File: src/rtl/dl_sequencer.sv
// ---------------------------------------------------------------------------
// dl_sequencer
//
// This block decodes the HPS download stream for the vector-arcade core and
// routes each byte to its destination.
// - ROM bytes (index 0) are queued in a small FIFO. The FIFO drives the shared
//   ROM write port through a valid/ready handshake.
// - The game selector byte (index 1) and the two DIP banks (index 254) are
//   latched into registers.
// - The CPU is held in reset until the download ends, the FIFO drains, and a
//   settle interval has elapsed.
//
// Ports
//   clk_i        system clock, rising edge
//   btnCpuReset  asynchronous active-low reset
//   dl_download  download in progress
//   dl_wr        one-cycle byte strobe
//   dl_index     download index
//   dl_addr      byte address within the index
//   dl_data      byte value
//   mem_valid    ROM write request (FIFO non-empty)
//   mem_ready    ROM port accepts the current request
//   mem_addr     ROM write address (FIFO head)
//   mem_region   ROM region select (FIFO head)
//   mem_data     ROM write data (FIFO head)
//   mod_o        game selector
//   dsw0_o       DIP bank 0
//   dsw1_o       DIP bank 1
//   cpu_run_o    release the CPU from reset
//   busy_o       sequencer not in RUN
//   overflow_o   sticky: a ROM byte was dropped
// ---------------------------------------------------------------------------
module dl_sequencer #(
   parameter int SETTLE_CYCLES = 1024,
   parameter int FIFO_DEPTH    = 4,
   parameter int ADDR_W        = 14
) (
   input  logic              clk_i,
   input  logic              btnCpuReset,
   input  logic              dl_download,
   input  logic              dl_wr,
   input  logic [7:0]        dl_index,
   input  logic [24:0]       dl_addr,
   input  logic [7:0]        dl_data,
   output logic              mem_valid,
   input  logic              mem_ready,
   output logic [ADDR_W-1:0] mem_addr,
   output logic [1:0]        mem_region,
   output logic [7:0]        mem_data,
   output logic [7:0]        mod_o,
   output logic [7:0]        dsw0_o,
   output logic [7:0]        dsw1_o,
   output logic              cpu_run_o,
   output logic              busy_o,
   output logic              overflow_o
);

   localparam int CNT_W = $clog2(SETTLE_CYCLES + 1);
   localparam int PTR_W = $clog2(FIFO_DEPTH);
   localparam int ENT_W = 2 + ADDR_W + 8;
   localparam logic [PTR_W:0] FULL_FILL = (PTR_W + 1)'(FIFO_DEPTH);
   localparam logic [CNT_W-1:0] SETTLE_LAST = CNT_W'(SETTLE_CYCLES - 1);

   localparam logic [1:0] ST_SETTLE = 2'd0;
   localparam logic [1:0] ST_RUN    = 2'd1;
   localparam logic [1:0] ST_LOAD   = 2'd2;
   localparam logic [1:0] ST_DRAIN  = 2'd3;

   // Byte decode
   logic rom_byte;

   // Only the two region bits above the ROM address may be set; anything
   // higher lies outside the ROM space and is ignored.
   assign rom_byte = dl_wr && (dl_index == 8'd0)
                     && ((dl_addr >> (ADDR_W + 2)) == 25'd0);

   // ROM write FIFO
   logic [ENT_W-1:0] fifo_mem [FIFO_DEPTH];
   logic [PTR_W-1:0] wr_ptr;
   logic [PTR_W-1:0] rd_ptr;
   logic [PTR_W:0]   fill;
   logic             empty;
   logic             full;
   logic             pop;
   logic             push;
   logic [ENT_W-1:0] head;

   assign empty = (fill == '0);
   assign full  = (fill == FULL_FILL);
   assign pop   = !empty && mem_ready;
   // A pop in the same cycle frees a slot, so a full FIFO still accepts.
   assign push  = rom_byte && (!full || pop);

   always_ff @(posedge clk_i) begin
      if (push) begin
         fifo_mem[wr_ptr] <= {dl_addr[ADDR_W+1:ADDR_W], dl_addr[ADDR_W-1:0], dl_data};
      end
   end

   always_ff @(posedge clk_i or negedge btnCpuReset) begin
      if (!btnCpuReset) begin
         wr_ptr <= '0;
         rd_ptr <= '0;
         fill   <= '0;
      end else begin
         if (push) wr_ptr <= wr_ptr + 1'b1;
         if (pop)  rd_ptr <= rd_ptr + 1'b1;
         case ({push, pop})
            2'b10:   fill <= fill + 1'b1;
            2'b01:   fill <= fill - 1'b1;
            default: fill <= fill;
         endcase
      end
   end

   // The storage is not reset. The port fields are therefore forced to zero
   // while the FIFO is empty, which gives the reset values without clearing
   // the array.
   assign head       = fifo_mem[rd_ptr];
   assign mem_valid  = !empty;
   assign mem_region = empty ? 2'd0 : head[ENT_W-1:ENT_W-2];
   assign mem_addr   = empty ? '0   : head[ADDR_W+7:8];
   assign mem_data   = empty ? 8'd0 : head[7:0];

   // Overflow flag, re-armed on each new download
   logic dl_prev;

   always_ff @(posedge clk_i or negedge btnCpuReset) begin
      if (!btnCpuReset) begin
         dl_prev    <= 1'b0;
         overflow_o <= 1'b0;
      end else begin
         dl_prev <= dl_download;
         if (dl_download && !dl_prev) overflow_o <= 1'b0;
         // A drop in the re-arm cycle still counts.
         if (rom_byte && !push)       overflow_o <= 1'b1;
      end
   end

   // Latched configuration bytes
   always_ff @(posedge clk_i or negedge btnCpuReset) begin
      if (!btnCpuReset) begin
         mod_o  <= 8'hFF;
         dsw0_o <= 8'h00;
         dsw1_o <= 8'h00;
      end else if (dl_wr) begin
         if (dl_index == 8'd1) mod_o <= dl_data;
         if (dl_index == 8'd254 && dl_addr == 25'd0) dsw0_o <= dl_data;
         if (dl_index == 8'd254 && dl_addr == 25'd1) dsw1_o <= dl_data;
      end
   end

   // CPU hold sequencer
   logic [1:0]       state;
   logic [CNT_W-1:0] cnt;

   always_ff @(posedge clk_i or negedge btnCpuReset) begin
      if (!btnCpuReset) begin
         state <= ST_SETTLE;
         cnt   <= '0;
      end else begin
         case (state)
            ST_RUN: begin
               if (dl_download) state <= ST_LOAD;
            end
            ST_LOAD: begin
               if (!dl_download) state <= ST_DRAIN;
            end
            ST_DRAIN: begin
               if (dl_download) begin
                  state <= ST_LOAD;
                  cnt   <= '0;
               end else if (empty && !rom_byte) begin
                  state <= ST_SETTLE;
                  cnt   <= '0;
               end
            end
            default: begin
               if (dl_download) begin
                  state <= ST_LOAD;
                  cnt   <= '0;
               end else if (cnt == SETTLE_LAST) begin
                  state <= ST_RUN;
               end else begin
                  cnt <= cnt + 1'b1;
               end
            end
         endcase
      end
   end

   assign cpu_run_o = (state == ST_RUN);
   assign busy_o    = !cpu_run_o;

endmodule

File: config.mk
export PLATFORM = sky130hd
export DESIGN_NAME = dl_sequencer
export DESIGN_NICKNAME = d
export VERILOG_FILES = /design/src/rtl/dl_sequencer.sv
export SDC_FILE = /design/constraint.sdc
export NUM_CORES = 1
export LEC_CHECK = 0
export CAP_MARGIN = 20
export CORE_AREA = 2 2 135 137
export DETAILED_ROUTE_END_ITERATION = 7
export DIE_AREA = 0 0 137 139
export DONT_BUFFER_PORTS = 1
export HOLD_SLACK_MARGIN = 0.03
export PLACE_DENSITY_LB_ADDON = 0.1
export SKIP_CTS_REPAIR_TIMING = 1
export SLEW_MARGIN = 25
export SYNTH_ARGS = -nofsm -noshare
export SYNTH_HDL_FRONTEND = slang
export SYNTH_SLANG_ARGS = --single-unit
File: constraint.sdc
create_clock -name clk_i -period 2.6 [get_ports clk_i]
set_input_delay 0.13 -clock clk_i [delete_from_list [all_inputs] [get_ports clk_i]]
set_output_delay 0.13 -clock clk_i [all_outputs]
set_load 0.05 [all_outputs]
==> flow_metrics.tcl <==
set metrics [dict create \
    status "finished, final reports clean" \
    placed_area_sq_um 6380 \
    critical_path.top_delay_family "flip-flops" \
    tritoncts "yes" \
    post-route-min-period_ns 2.29 \
    max_cap_viol_count 0 \
    avgSynthCellArea_sq_um 16.0 \
    design_area_sq_um 7240 \
    fillers 1662 \
    grt_pass1_wl_um 20000 \
    hold_viol_final 0 \
    worstSkewPairLatency_ns 0.42 \
    r2r_end "fill[1]$_DFFE_PN0P_" \
    hpwl_um 8690 \
    path_class "flop to output pin" \
    setup_violations 0 \
    p_leak_uw 0.00266 \
    min_from "mem_ready" \
    rr_worst_depth 9 \
    gp_congestion 0.731 \
    period_share_pct 88.2 \
    hold-path-cell-count 3 \
    final_net_count 481 \
    startpoint_type "flop" \
    cts.path.max_buffers 2 \
    ctsHtreeMaxLevel 4 \
    arrival_ns 2.16 \
    yosys_warnings 0 \
    ant_nets 0 \
    synth_flop_cell "edfxtp_1" \
    final_common_cell "edfxtp_1" \
    holdWs_ns 0.0383 \
    path_max_fanout 16 \
    p_per_area_nw_per_um2 1060 \
    rrSetupSlack_ns 0.41 \
    skew_ns 0.0118 \
    cp_slowest_cell "dfrtp_2" \
    peakVddDrop_uv 438 \
    tightest_slew_ns 0.591 \
    tritoncts.num_buffers 17 \
    diodes 0 \
    rows 49 \
    mostFrequentLayoutCells "edfxtp_1, dfrtp_1, and2_1" \
    syn-cell-area_sq_um 6030 \
    start_util_pct 34.2 \
    slowest_delay_ns 0.61 \
    die_h_um 139 \
    rsz0062_at_grt "no" \
    ys_ff_latch 142 \
    synthToLayoutAreaGrowth_pct 20.0 \
    fin_tns_setup_ns 0 \
    grt_start_max_net_pins 47 \
    grt-ovfl-total 0 \
    floorplan.io_pins 98 \
    syn_inst 378 \
    fmax_mhz 436 \
    slew-limit-headroom_pct 60.2 \
    drt_wl_total_um 13400 \
    root_buffer "clkbuf_16" \
    ys_types 50 \
    die_w_um 137 \
    cts.clk_slew.worst_paths_ns 0.06 \
    ys_seq_area_share_pct 67.0 \
    antenna_found_initial 0 \
    crit_chain "buf_12 > mux4_2 > and2_1" \
    viasPerCell 5.07 \
    final_util_pct 41.0 \
    place.port_buffers 0 \
    cp_num_buf_inv 1 \
    syn-num-nets 434 \
    synth_edf_count 96 \
    rr_startpoint "fill[0]$_DFFE_PN0P_" \
    die_area_sq_um 19000 \
    endpoint_kind "output pin" \
    first_pass_iters 4 \
    first_iter_violations 181 \
    route.detailed.drc 0 \
    synthArstFlopShare_pct 32.4 \
    cts_sinks 142 \
    grt_pass1_vias 3467 \
    wire_per_inst_um 20.1 \
    track_usage_pct 14.4 \
    maxSlewViolCount 0 \
    drive_gt1_share_pct 22.7 \
    hp-class "input pin to flop" \
    vias 3377 \
    hold_end "fill[2]$_DFFE_PN0P_" \
    coreArea_sq_um 17700 \
    required_ns 2.47 \
]
==> power breakdown <==
| group | switching [uW] | internal [uW] | leakage, uW | total, uW |
|---|---|---|---|---|
| logic | 1820 | 806 | 0.000944 | 2620 |
| registers | 185 | 2540 | 0.00145 | 2720 |
| clock network | 893 | 1410 | 0.000269 | 2300 |
| total | 2890 | 4750 | 0.00266 | 7640 |
==> cell usage after synthesis, types with 2 or more instances <==
cell       n  area share (%)
nor4_1     5            0.52
o21ai_0   14             1.2
mux2_2    17             3.2
a21oi_1    6            0.50
o31ai_1    3            0.37
ha_1       9             1.9
edfxtp_1  96              48
clkbuf_1   8            0.50
mux4_2    24             9.0
nor4_2     2            0.41
dfstp_2    8             3.5
nand3_1    8            0.66
mux2i_1    4            0.66
dfrtp_1   38              16
xnor2_1    4            0.58
nor3b_1    3            0.37
nor2b_1    2            0.21
inv_1     16             1.0
and2_1    29             3.0
nand4_1    5            0.52
nand2_1   13            0.81
a21o_1     2            0.25
mux2_1     8             1.5
or2_2      5            0.52
buf_2      3            0.25
nor3_1     7            0.58
nor2_1    11            0.68
a211o_1    3            0.44
a31oi_1    4            0.41
==> layer usage <==
metal | up-vias | part of all wire (%) | GRT usage [%]
li1 | 1552 | - | -
met1 | 1732 | 44 | 17.7
met2 | 83 | 49 | 23.3
met3 | 10 | 5.7 | 5.30
met4 | 0 | 1.1 | 5.05
met5 | - | 0 | 0
==> area by class of cell <==
class                           instances  area (sq um)  share of cell area [%]
Timing Repair Buffer                   40           413                    5.70
Clock inverter                         10           116                    1.61
Multi-Input combinational cell        208          1880                    25.9
Inverter                               16          60.1                   0.830
Clock buffer                           21           440                    6.08
Tap cell                              229           287                    3.96
Sequential cell                       142          4050                    55.9
==> kinds of logic after synthesis <==
logic type / Yosys count / synth area share, %
DFF: 142 / 67.0
and+or+nand+nor: 100 / 9.60
muxes: 53 / 14.3
AOI/OAI and AO/OA: 41 / 4.46
buffers and inverters: 28 / 1.87
adders and majority gates: 10 / 2.20
xor gates and xnor gates: 4 / 0.580
==> worst reg2reg max path: stages (launching register included) <==
cell	delay [ns]
dfrtp_1	0.44
nor3_1	0.35
inv_1	0.10
nand2_1	0.11
a21oi_1	0.06
inv_1	0.08
fa_1	0.43
a41oi_1	0.17
o21ai_0	0.11
a221oi_1	0.24
==> state kept, by name (all words and copies together), names as in the netlist <==
register and cells:
fifo_mem 96, cnt 11, dsw0_o 8, dsw1_o 8, mod_o 8, fill 3
rd_ptr 2, state 2, wr_ptr 2, dl_prev 1, overflow_o 1
==> per-stage QoR <==
stage               instances  power, uW  setup WS (ns)
floorplan                 378       4920          0.521
finish                    666       7640          0.306
global placement          607       5340          0.412
CTS                       638       7680          0.229
detailed placement        607       5350          0.310
global route              666       8040          0.159
==> how the worst max path moves through the flow <==
| stage | start | endpoint | slack (ns) | depth (start not counted) |
|---|---|---|---|---|
| floorplan | dl_index[0] | fifo_mem[0][0]$_DFFE_PP_ | 0.52 | 4 |
| global placement | dl_index[0] | fifo_mem[1][5]$_DFFE_PP_ | 0.41 | 5 |
| detailed placement | dl_index[0] | fifo_mem[1][5]$_DFFE_PP_ | 0.31 | 5 |
| CTS | rd_ptr[0]$_DFFE_PN0P_ | mem_region[1] | 0.23 | 3 |
| global route | rd_ptr[0]$_DFFE_PN0P_ | mem_addr[2] | 0.16 | 3 |
| finish | rd_ptr[0]$_DFFE_PN0P_ | mem_region[1] | 0.31 | 3 |
Power figures use the tool's default switching activity.
